File: src/rtl/crc_pkg.sv
// Shared types and helpers for the CRC stream engine.
package crc_pkg;

    typedef enum logic [1:0] {
        IDLE   = 2'd0,
        ACCUM  = 2'd1,
        RESULT = 2'd2
    } crc_state_e;

    localparam logic MODE_GEN = 1'b0;
    localparam logic MODE_CHK = 1'b1;

    // Bits needed to hold values 0..v-1.
    function automatic int crc_clog2(input int v);
        int r;
        r = 0;
        while ((1 << r) < v) r++;
        return r;
    endfunction

endpackage

File: src/rtl/crc_stream_engine_if.sv
// Framed input stream and result stream of the CRC engine, plus status outputs.
interface crc_stream_engine_if #(
    parameter int CRC_W  = 5,
    parameter int DATA_W = 24
);
    import crc_pkg::*;

    localparam int NBITS_W = crc_clog2(DATA_W + 1);

    logic               s_valid;
    logic               s_ready;
    logic [DATA_W-1:0]  s_data;
    logic               s_sof;
    logic               s_eof;
    logic [NBITS_W-1:0] s_nbits;
    logic               s_mode;
    logic [CRC_W-1:0]   s_expect;
    logic               m_valid;
    logic               m_ready;
    logic [CRC_W-1:0]   m_crc;
    logic               m_match;
    logic               err_seq;
    logic [15:0]        err_cnt;

    modport master (
        output s_valid, s_data, s_sof, s_eof, s_nbits, s_mode, s_expect, m_ready,
        input  s_ready, m_valid, m_crc, m_match, err_seq, err_cnt
    );

    modport slave (
        input  s_valid, s_data, s_sof, s_eof, s_nbits, s_mode, s_expect, m_ready,
        output s_ready, m_valid, m_crc, m_match, err_seq, err_cnt
    );

endinterface

File: src/rtl/crc_step_comb.sv
// Combinational LSB-first CRC update over up to DATA_W bits; nbits_i=0 means all DATA_W bits.
module crc_step_comb
    import crc_pkg::*;
#(
    parameter int               CRC_W  = 5,
    parameter logic [CRC_W-1:0] POLY   = 5'h15,
    parameter int               DATA_W = 24,
    localparam int              NBITS_W = crc_clog2(DATA_W + 1)
) (
    input  logic [CRC_W-1:0]   lfsr_i,
    input  logic [DATA_W-1:0]  data_i,
    input  logic [NBITS_W-1:0] nbits_i,
    output logic [CRC_W-1:0]   lfsr_o
);

    int         steps;
    logic       fb;
    logic [CRC_W-1:0] l;

    always_comb begin
        steps = (nbits_i == '0) ? DATA_W : int'(nbits_i);
        l     = lfsr_i;
        fb    = 1'b0;
        for (int i = 0; i < DATA_W; i++) begin
            if (i < steps) begin
                fb = l[0] ^ data_i[i];
                l  = (l >> 1) ^ (fb ? POLY : '0);
            end
        end
        lfsr_o = l;
    end

endmodule

File: src/rtl/crc_stream_engine.sv
// Framed CRC generator/checker with held result under backpressure.
// Optional saturating mismatch counter built when CRC_ERRCNT_EN is defined.
module crc_stream_engine
    import crc_pkg::*;
#(
    parameter int               CRC_W  = 5,
    parameter logic [CRC_W-1:0] POLY   = 5'h15,
    parameter int               DATA_W = 24,
    parameter logic [CRC_W-1:0] INIT   = '1,
    parameter logic [CRC_W-1:0] XOROUT = '0
) (
    input  logic          clk,
    input  logic          rst,
    crc_stream_engine_if.slave bus
);

    localparam int NBITS_W = crc_clog2(DATA_W + 1);

    crc_state_e       state_q, state_d;
    logic [CRC_W-1:0] lfsr_q, lfsr_d;
    logic [CRC_W-1:0] crc_q, crc_d;
    logic             mode_q, mode_d;
    logic             match_q, match_d;
    logic             seq_q, seq_d;

    logic               fire;
    logic               take;
    logic               frame_mode;
    logic [CRC_W-1:0]   step_base;
    logic [CRC_W-1:0]   step_out;
    logic [CRC_W-1:0]   final_crc;
    logic [NBITS_W-1:0] step_nbits;

    assign fire       = bus.s_valid && (state_q != RESULT);
    // In IDLE only a sof beat opens a frame; anything else is dropped.
    assign take       = fire && ((state_q == ACCUM) || bus.s_sof);
    assign frame_mode = bus.s_sof ? bus.s_mode : mode_q;
    assign step_base  = bus.s_sof ? INIT : lfsr_q;
    assign step_nbits = bus.s_eof ? bus.s_nbits : '0;
    assign final_crc  = step_out ^ XOROUT;

    crc_step_comb #(
        .CRC_W  (CRC_W),
        .POLY   (POLY),
        .DATA_W (DATA_W)
    ) u_step (
        .lfsr_i  (step_base),
        .data_i  (bus.s_data),
        .nbits_i (step_nbits),
        .lfsr_o  (step_out)
    );

    always_ff @(posedge clk or posedge rst) begin
        if (rst) state_q <= IDLE;
        else     state_q <= state_d;
    end

    always_comb begin
        state_d = state_q;
        case (state_q)
            IDLE:    if (fire && bus.s_sof) state_d = bus.s_eof ? RESULT : ACCUM;
            ACCUM:   if (fire && bus.s_eof) state_d = RESULT;
            RESULT:  if (bus.m_ready)       state_d = IDLE;
            default: state_d = IDLE;
        endcase
    end

    always_comb begin
        bus.s_ready = (state_q != RESULT);
        bus.m_valid = (state_q == RESULT);
    end

    always_comb begin
        lfsr_d  = lfsr_q;
        mode_d  = mode_q;
        crc_d   = crc_q;
        match_d = match_q;
        seq_d   = fire && (((state_q == IDLE) && !bus.s_sof) ||
                           ((state_q == ACCUM) && bus.s_sof));
        if (take) begin
            lfsr_d = step_out;
            mode_d = frame_mode;
            if (bus.s_eof) begin
                crc_d   = final_crc;
                match_d = (frame_mode == MODE_CHK) && (final_crc == bus.s_expect);
            end
        end
    end

    always_ff @(posedge clk or posedge rst) begin
        if (rst) begin
            lfsr_q  <= INIT;
            mode_q  <= MODE_GEN;
            crc_q   <= '0;
            match_q <= 1'b0;
            seq_q   <= 1'b0;
        end else begin
            lfsr_q  <= lfsr_d;
            mode_q  <= mode_d;
            crc_q   <= crc_d;
            match_q <= match_d;
            seq_q   <= seq_d;
        end
    end

    assign bus.m_crc   = crc_q;
    assign bus.m_match = match_q;
    assign bus.err_seq = seq_q;

`ifdef CRC_ERRCNT_EN
    logic [15:0] err_cnt_q, err_cnt_d;

    always_comb begin
        err_cnt_d = err_cnt_q;
        if ((state_q == RESULT) && bus.m_ready && (mode_q == MODE_CHK) &&
            !match_q && (err_cnt_q != 16'hFFFF))
            err_cnt_d = err_cnt_q + 16'd1;
    end

    always_ff @(posedge clk or posedge rst) begin
        if (rst) err_cnt_q <= '0;
        else     err_cnt_q <= err_cnt_d;
    end

    assign bus.err_cnt = err_cnt_q;
`else
    assign bus.err_cnt = '0;
`endif

endmodule

File: src/flat_wrapper.sv
// flat-port wrapper written by rule: the top's interface ports become plain ports
module crc_stream_engine_flat import crc_pkg::*;
#(
    parameter int               CRC_W  = 5,
    parameter logic [CRC_W-1:0] POLY   = 5'h15,
    parameter int               DATA_W = 24,
    parameter logic [CRC_W-1:0] INIT   = '1,
    parameter logic [CRC_W-1:0] XOROUT = '0
)
  (clk, rst, bus_s_valid, bus_s_data, bus_s_sof, bus_s_eof, bus_s_nbits, bus_s_mode, bus_s_expect, bus_m_ready, bus_s_ready, bus_m_valid, bus_m_crc, bus_m_match, bus_err_seq, bus_err_cnt);
  crc_stream_engine_if #(.CRC_W(CRC_W), .DATA_W(DATA_W)) bus_i ();
  input  logic clk;
  input  logic rst;
  input wire logic [$bits(bus_i.s_valid)-1:0] bus_s_valid;
  input wire logic [$bits(bus_i.s_data)-1:0] bus_s_data;
  input wire logic [$bits(bus_i.s_sof)-1:0] bus_s_sof;
  input wire logic [$bits(bus_i.s_eof)-1:0] bus_s_eof;
  input wire logic [$bits(bus_i.s_nbits)-1:0] bus_s_nbits;
  input wire logic [$bits(bus_i.s_mode)-1:0] bus_s_mode;
  input wire logic [$bits(bus_i.s_expect)-1:0] bus_s_expect;
  input wire logic [$bits(bus_i.m_ready)-1:0] bus_m_ready;
  output wire logic [$bits(bus_i.s_ready)-1:0] bus_s_ready;
  output wire logic [$bits(bus_i.m_valid)-1:0] bus_m_valid;
  output wire logic [$bits(bus_i.m_crc)-1:0] bus_m_crc;
  output wire logic [$bits(bus_i.m_match)-1:0] bus_m_match;
  output wire logic [$bits(bus_i.err_seq)-1:0] bus_err_seq;
  output wire logic [$bits(bus_i.err_cnt)-1:0] bus_err_cnt;
  assign bus_i.s_valid = bus_s_valid;
  assign bus_i.s_data = bus_s_data;
  assign bus_i.s_sof = bus_s_sof;
  assign bus_i.s_eof = bus_s_eof;
  assign bus_i.s_nbits = bus_s_nbits;
  assign bus_i.s_mode = bus_s_mode;
  assign bus_i.s_expect = bus_s_expect;
  assign bus_i.m_ready = bus_m_ready;
  assign bus_s_ready = bus_i.s_ready;
  assign bus_m_valid = bus_i.m_valid;
  assign bus_m_crc = bus_i.m_crc;
  assign bus_m_match = bus_i.m_match;
  assign bus_err_seq = bus_i.err_seq;
  assign bus_err_cnt = bus_i.err_cnt;
  crc_stream_engine #(.CRC_W(CRC_W), .POLY(POLY), .DATA_W(DATA_W), .INIT(INIT), .XOROUT(XOROUT)) u_core (.clk(clk), .rst(rst), .bus(bus_i));
endmodule
File: config.mk
export PLATFORM = sky130hd
export DESIGN_NAME = crc_stream_engine_flat
export DESIGN_NICKNAME = d
export VERILOG_FILES = /design/src/rtl/crc_pkg.sv /design/src/rtl/crc_stream_engine_if.sv /design/src/rtl/crc_step_comb.sv /design/src/rtl/crc_stream_engine.sv /design/src/flat_wrapper.sv
export SDC_FILE = /design/constraint.sdc
export NUM_CORES = 1
export LEC_CHECK = 0
export BUFFER_PORTS_ARGS = -buffer_cell sky130_fd_sc_hd__buf_2
export CORE_MARGIN = 3
export CORE_UTILIZATION = 25
export CTS_BUF_LIST = sky130_fd_sc_hd__clkbuf_8
export DETAILED_ROUTE_END_ITERATION = 12
export PLACE_DENSITY = 0.38
export SLEW_MARGIN = 40
export SYNTH_ARGS = -nofsm -noshare
export SYNTH_HDL_FRONTEND = slang
export SYNTH_HIERARCHICAL = 1
export SYNTH_SLANG_ARGS = --single-unit
File: constraint.sdc
create_clock -name clk -period 15 [get_ports clk]
set_input_delay 2.25 -clock clk [delete_from_list [all_inputs] [get_ports clk]]
set_output_delay 2.25 -clock clk [all_outputs]
set_load 0.005 [all_outputs]
==> summary.md, run 1 <==
| Metric | Value |
|---|---|
| Slew HR | `0.5130` |
| CP Class | `in2reg` |
| Post_cts resized | `0` |
| Final setup viols | `0` |
| Die area | `~23000 um^2` |
| Register bit total from synthesis | `15` |
| Dominant cell type by area after synthesis | `xnor2_1` |
| Status | `finished, final reports clean` |
| Number of global-route vias before repair | `4609` |
| Fin. max-slew vios | `0` |
| Yosys warnings | `6` |
| Diodes inserted | `0` |
| FFs w/ async S/R, synth | `1.000` |
| FP Rows | `52` |
| CP required | `15.14 ns` |
| Core ar. | `approximately 20000 um^2` |
| Fin nets | `698` |
| Initial DRC Count | `223` |
| Vias | `4663` |
| Setup Fix Bufs, Post-CTS | `0` |
| Unique masters post-synth | `111` |
| Clk_skew | `approximately 0.0035 ns` |
| Hold WS | `0.4730 ns` |
| Worst setup SP type | `input port` |
| Crit path capture type | `flip-flop` |
| Remaining antenna violation count after routing | `0` |
| Count of input and output buffers | `49` |
| Pin count of the biggest net entering global routing | `21` |
| Max Cap Violations | `0` |
| I/O pin total | `66` |
| CP max stage delay | `0.68 ns` |
| Worst skew pair latency | `0.25 ns` |
| Grt ovf | `0` |
| Global-route wire length before repair | `24070 um` |
| Die Y-Extent | `151.2 um` |
| Cell repeated most along the worst path | `a21oi_1` |
| HPWL after DPL | `11950 um` |
| CP Max Fanout | `17` |
| Die W | `151.2 um` |
| Fmax | `approximately 80 MHz` |
| R2R setup slack | `4.65 ns` |
| Post-Syn Instances | `629` |
| Post-Route WL | `between 10000 and 15000 um` |
| Layout cell share with drive strength beyond 1 | `0.2515` |
| Min cycle time layout | `about 12 ns` |
| DR vias/cell | `5.036` |
| Drc violations | `0` |
| Top cells by area, synth | `xnor2_1 (9.3%), dfrtp_1 (4.7%), xor2_1 (4.2%)` |
| Routability Congestion | `0.8165` |
| RSZ-0062 raised after global routing | `no` |
| Worst slew pin tran | `0.7306 ns` |
| Crit path max-delay cell type | `nor3_2` |
| EDFF count, synth | `0` |
| TritonRoute pass-1 iters | `4` |
| Buf+Inv Stages, Crit Path | `1` |
| Root buf cell | `clkbuf_8` |
| GR Util All Layers | `0.1260` |
| Post-Synthesis Cell Area | `5274 um^2` |
| Crit path DAT | `approximately 13 ns` |
| Register area share after synthesis | `0.07236` |
| Layout area overhead | `7.094%` |
| Avg Inst Size Synth | `8.384 um^2` |
| CTS tree | `built` |
| H-tree depth | `1` |
| CTS Hold Buffers Added | `0` |
| Period Utilization, post-route | `0.8284` |
| Top cell type's share of synthesized area | `0.09300` |
| WL/cell | `approximately 16 um` |
| Worst min path class | `reg2reg` |
| Setup TNS | `0 ns` |
| Initial Util | `0.2573` |
| Initial antenna violation count | `0` |
| CTS sink count | `15` |
| Final Hold Fails | `0` |
| TritonCTS Buffers | `3` |
| Clock-pin slew on the worst setup and hold paths | `0.07 ns` |
| Delay-heaviest family, CP | `compound AO/OA/AOI/OAI gates` |
| CTS Buffer Depth | `2` |
| Main flop type after synthesis | `dfrtp_1` |
kinds of logic (layout without fill, tap and decap cells):
family,count (synthesis),after routing,synth area share
AND/OR/NAND/NOR,243,243,0.2555
AO/OA/AOI/OAI,159,159,0.2183
XOR/XNOR,117,117,0.2864
buffers and inverters,51,63,0.06833
multiplexers,42,42,0.09632
flip-flops,15,15,0.07236
adder cells (fa/ha/maj),1,1,0.002135
other,1,16,0.0007111
cell type report:
class                      instances  area (um^2)
fill                            2234        14850
multi-input combinational        578         4596
sequential                        15        381.6
tap                              270        337.8
timing repair buffer              50        252.7
clock buffer                       3        41.29
inverter                           9        33.78
clock inverter                     1        5.005
layout by cell type (no fill, tap or decap), drive strengths merged, types with 7 or more instances in the layout:
master | synthesis | final
xor2 | 29 | 29
a21oi | 35 | 35
and2 | 16 | 16
nor3 | 21 | 21
nor3b | 9 | 9
mux2 | 20 | 20
o22ai | 7 | 7
nand3 | 15 | 15
o21ai | 33 | 33
a31oi | 8 | 8
nor4 | 11 | 11
nand2 | 62 | 62
xnor3 | 17 | 17
dfrtp | 10 | 10
or3 | 9 | 9
inv | 9 | 9
xor3 | 7 | 7
o211ai | 10 | 10
a211oi | 14 | 14
or2 | 12 | 12
xnor2 | 64 | 64
buf | 21 | 50
mux2i | 22 | 22
and3 | 8 | 8
nor2 | 47 | 47
conb | 1 | 16
nand2b | 10 | 10
worst paths after layout:
path                                   start             endpoint  cells past startpoint
max                                bus_s_eof   u_core/bus.m_match                     37
max reg2reg                 u_core/lfsr_q[0]   u_core/bus.m_match                     36
min                        u_core/state_q[1]    u_core/state_q[0]                      1
max in group asynchronous                rst  u_core/bus.m_crc[2]                      2
min in group asynchronous                rst    u_core/state_q[0]                      2
min reg2reg                u_core/state_q[1]    u_core/state_q[0]                      1
through the flow:
| stage | util | instances | area (um^2) | setup slack, ns |
|---|---|---|---|---|
| after floorplan | - | 644 | 5330 | 3.881 |
| after global placement | 0.2730 | 922 | 5594 | 2.278 |
| after detailed placement | 0.2730 | 922 | 5594 | 2.189 |
| after CTS | 0.2752 | 926 | 5640 | 2.458 |
| after global routing | 0.2756 | 926 | 5648 | 1.766 |
| final | 0.2756 | 926 | 5648 | 2.575 |
cells in the mapped netlist, types with 10 or more instances:
library cell and n:
xnor2_1 56, dfrtp_1 10, xor2_1 25, or2_2 10
mux2i_1 20, mux2_2 10, a211oi_1 13, buf_4 16
mux2_4 10, nor2_1 46, nor3_1 19, clkbuf_1 13
nand2_1 58, and2_1 12, nand3_1 13, o21ai_0 31
nor4_1 10, a21oi_1 30
per-layer routing:
| metal | global-route usage | up-vias | wire (um) |
|---|---|---|---|
| met4 | 0.01541 | 0 | 112 |
| met1 | 0.1857 | 2237 | 7380 |
| met3 | 0.008378 | 10 | 476 |
| met2 | 0.2072 | 100 | 6665 |
| li1 | - | 2316 | - |
| met5 | 0 | - | 0 |
state kept, by name, indices dropped and copies added (netlist names):
signal / cells
u_core/bus.err_seq: 1
u_core/bus.m_crc: 5
u_core/bus.m_match: 1
u_core/lfsr_q: 5
u_core/mode_q: 1
u_core/state_q: 2
Power of run 1 is not shown: default switching activity piles up to over one toggle a cycle in this logic, so the estimate is an artifact.
==> inputs of run 2 (changes only) <==
==> constraint.sdc (replaced) <==
create_clock -name clk -period 12.1 [get_ports clk]
set_input_delay 1.815 -clock clk [delete_from_list [all_inputs] [get_ports clk]]
set_output_delay 1.815 -clock clk [all_outputs]
set_load 0.005 [all_outputs]
==> run 2 against run 1 <==
  * Sequential share of layout area is 0.18 points lower
  * Largest cell class unchanged
  * Cell count up 1.4%
  * Wire length up 1.6%
  * Highest routed layer unchanged
  * Clock skew increased by 0.0016 ns
==> summary.md, run 2 (same netlist as run 1, synthesis figures left out) <==
| Metric | Value |
|---|---|
| Worst setup SP type | `input port (unchanged)` |
| Hold Path Stages | `1 (unchanged)` |
| Global-route wire length before repair | `24340 um (was 24070 um)` |
| I/O pin total | `66 (unchanged)` |
| CTS sink count | `15 (unchanged)` |
| Remaining antenna violation count after routing | `0 (unchanged)` |
| Hold WS | `0.4914 ns (was 0.4730 ns)` |
| Place WS | `0.05272 ns (was 2.189 ns)` |
| Post-Route WL | `14880 um (was 14640 um)` |
| Pin count of the biggest net entering global routing | `19 (was 21)` |
| TritonCTS Buffers | `3 (unchanged)` |
| Min cycle time layout | `between 10 and 15 ns` |
| Final Hold Fails | `0 (unchanged)` |
| HPWL after DPL | `12260 um (was 11950 um)` |
| H-tree depth | `1 (unchanged)` |
| Reg2reg path depth | `36 (unchanged)` |
| Clk_skew | `0.005024 ns (was 0.003453 ns)` |
| Finished Layout Cells | `939 (was 926)` |
| R2R setup slack | `2.12 ns (was 4.65 ns)` |
| Crit path DAT | `11.49 ns (was 12.56 ns)` |
| Layout area overhead | `9.988% (was 7.094%)` |
| Origin of the worst min-delay path | `u_core/state_q[1] (unchanged)` |
| Drc violations | `0 (unchanged)` |
| Fin nets | `711 (was 698)` |
| Max Cap Violations | `0 (unchanged)` |
| Leading cell types in the layout, fill and taps excluded | `nand2_1 (58), xnor2_1 (54), buf_2 (49), nor2_1 (46), o21ai_0 (31) (was nand2_1 (58), xnor2_1 (56), buf_2 (49), nor2_1 (46), o21ai_0 (31))` |
| Core ar. | `20490 um^2 (unchanged)` |
| Final setup viols | `0 (unchanged)` |
| # fillers | `2234 (unchanged)` |
| Crit path capture type | `flip-flop (unchanged)` |
| Die W | `151.2 um (unchanged)` |
| Final worst slack | `0.7468 ns (was 2.575 ns)` |
| CP max stage delay | `0.50 ns (was 0.68 ns)` |
| Reg-to-Reg End | `u_core/bus.m_match (unchanged)` |
| Slew HR | `0.4352 (was 0.5130)` |
| Routability Congestion | `0.7779 (was 0.8165)` |
| Layout cell share with drive strength beyond 1 | `0.2810 (was 0.2515)` |
| Commonest non-fill, non-tap cell in the layout | `nand2_1 (unchanged)` |
| Cell repeated most along the worst path | `xnor2_1 (was a21oi_1)` |
| Fmax | `88.08 MHz` |
| CP Class | `in2reg (unchanged)` |
| Crit path max-delay cell type | `xnor3_1 (was nor3_2)` |
| Status | `finished, final reports clean (unchanged)` |
| Clock-pin slew on the worst setup and hold paths | `0.07 ns (about the same)` |
| CTS Buffer Depth | `2 (unchanged)` |
| Initial DRC Count | `200 (was 223)` |
| DR vias/cell | `4.989 (was 5.036)` |
| Diodes inserted | `0 (unchanged)` |
| Die area | `22870 um^2 (unchanged)` |
| Initial Util | `0.2573 (unchanged)` |
| Fin. max-slew vios | `0 (unchanged)` |
| Number of global-route vias before repair | `4670 (was 4609)` |
| GR Util All Layers | `0.1282 (was 0.1260)` |
| CTS tree | `built (unchanged)` |
| CTS Hold Buffers Added | `0 (unchanged)` |
| Count of input and output buffers | `49 (unchanged)` |
| WL/cell | `15.84 um (was 15.80 um)` |
| Vias | `4685 (was 4663)` |
| Die Y-Extent | `151.2 um (unchanged)` |
| TritonRoute pass-1 iters | `5 (was 4)` |
| FP Rows | `52 (unchanged)` |
| Worst skew pair latency | `0.25 ns (about the same)` |
| Worst min path class | `reg2reg (unchanged)` |
| Period Utilization, post-route | `0.9383` |
| Worst slew pin tran | `0.8472 ns (was 0.7306 ns)` |
| Initial antenna violation count | `0 (unchanged)` |
| Reg-to-Reg Start | `u_core/lfsr_q[1] (was u_core/lfsr_q[0])` |
| Hold Path Sink | `u_core/state_q[0] (unchanged)` |
| Root buf cell | `clkbuf_8 (unchanged)` |
| CP Max Fanout | `11 (was 17)` |
| CP required | `12.24 ns (was 15.14 ns)` |
| Placed cell count | `935 (was 922)` |
| Grt ovf | `0 (unchanged)` |
## run 2: cell count changes in the layout (fill, tap and decap cells not counted), sizes merged
cell | previous run | this run
buf | 50 | 63
clkinv | 1 | 0
clkinvlp | 0 | 1
## run 2: worst max path at each step
stage	from	endpoint	slack, ns	cells past startpoint
finish	bus_s_sof	u_core/bus.m_match	0.75	37
global placement	bus_s_eof	u_core/bus.m_match	-0.02	36
CTS	bus_s_eof	u_core/bus.m_match	0.30	37
floorplan	bus_s_sof	u_core/bus.m_match	1.42	38
detailed placement	bus_s_eof	u_core/bus.m_match	0.05	37
global route	bus_s_sof	u_core/bus.m_match	-0.009	37
## run 2: repair_timing
item	4_1_cts	5_1_grt
setup buffers	0	0
resized for setup	0	11
endpoints found under the hold margin	0	0
endpoints found under the setup margin	0	7
## run 2: metal layers
metal / global-route usage / routed length (um)
met1: 0.1884 / 7417
met2: 0.2096 / 6798
met3: 0.01317 / 532
met4: 0.01269 / 127
met5: 0 / 0
## run 2: critical path, delay by kind of cell
family | cells | cell delay, ns
xor+xnor | 15 | 4.39
compound gates | 7 | 1.99
mux | 6 | 1.84
simple gates | 8 | 1.29
buf+inv | 1 | 0.16
## run 2: cell type report
type / count / area [um^2] / area share
sequential: 15 / 381.6 / 0.06579
timing repair buffer: 63 / 350.3 / 0.06040
clock inverter: 1 / 7.507 / 0.001294
multi-input combinational: 578 / 4648 / 0.8013
inverter: 9 / 33.78 / 0.005824
tap: 270 / 337.8 / 0.05824
clock buffer: 3 / 41.29 / 0.007118
## run 2: through the flow
stage | setup TNS, ns | cell area (um^2) | utilization
3_3_place_gp | -0.02368 | 5692 | 0.2777
6_report | 0 | 5801 | 0.2830
4_1_cts | 0 | 5749 | 0.2805
2_1_floorplan | 0 | 5330 | -
5_1_grt | -0.008840 | 5801 | 0.2830
3_5_place_dp | 0 | 5700 | 0.2781
Power of run 2 is left out for the same reason.
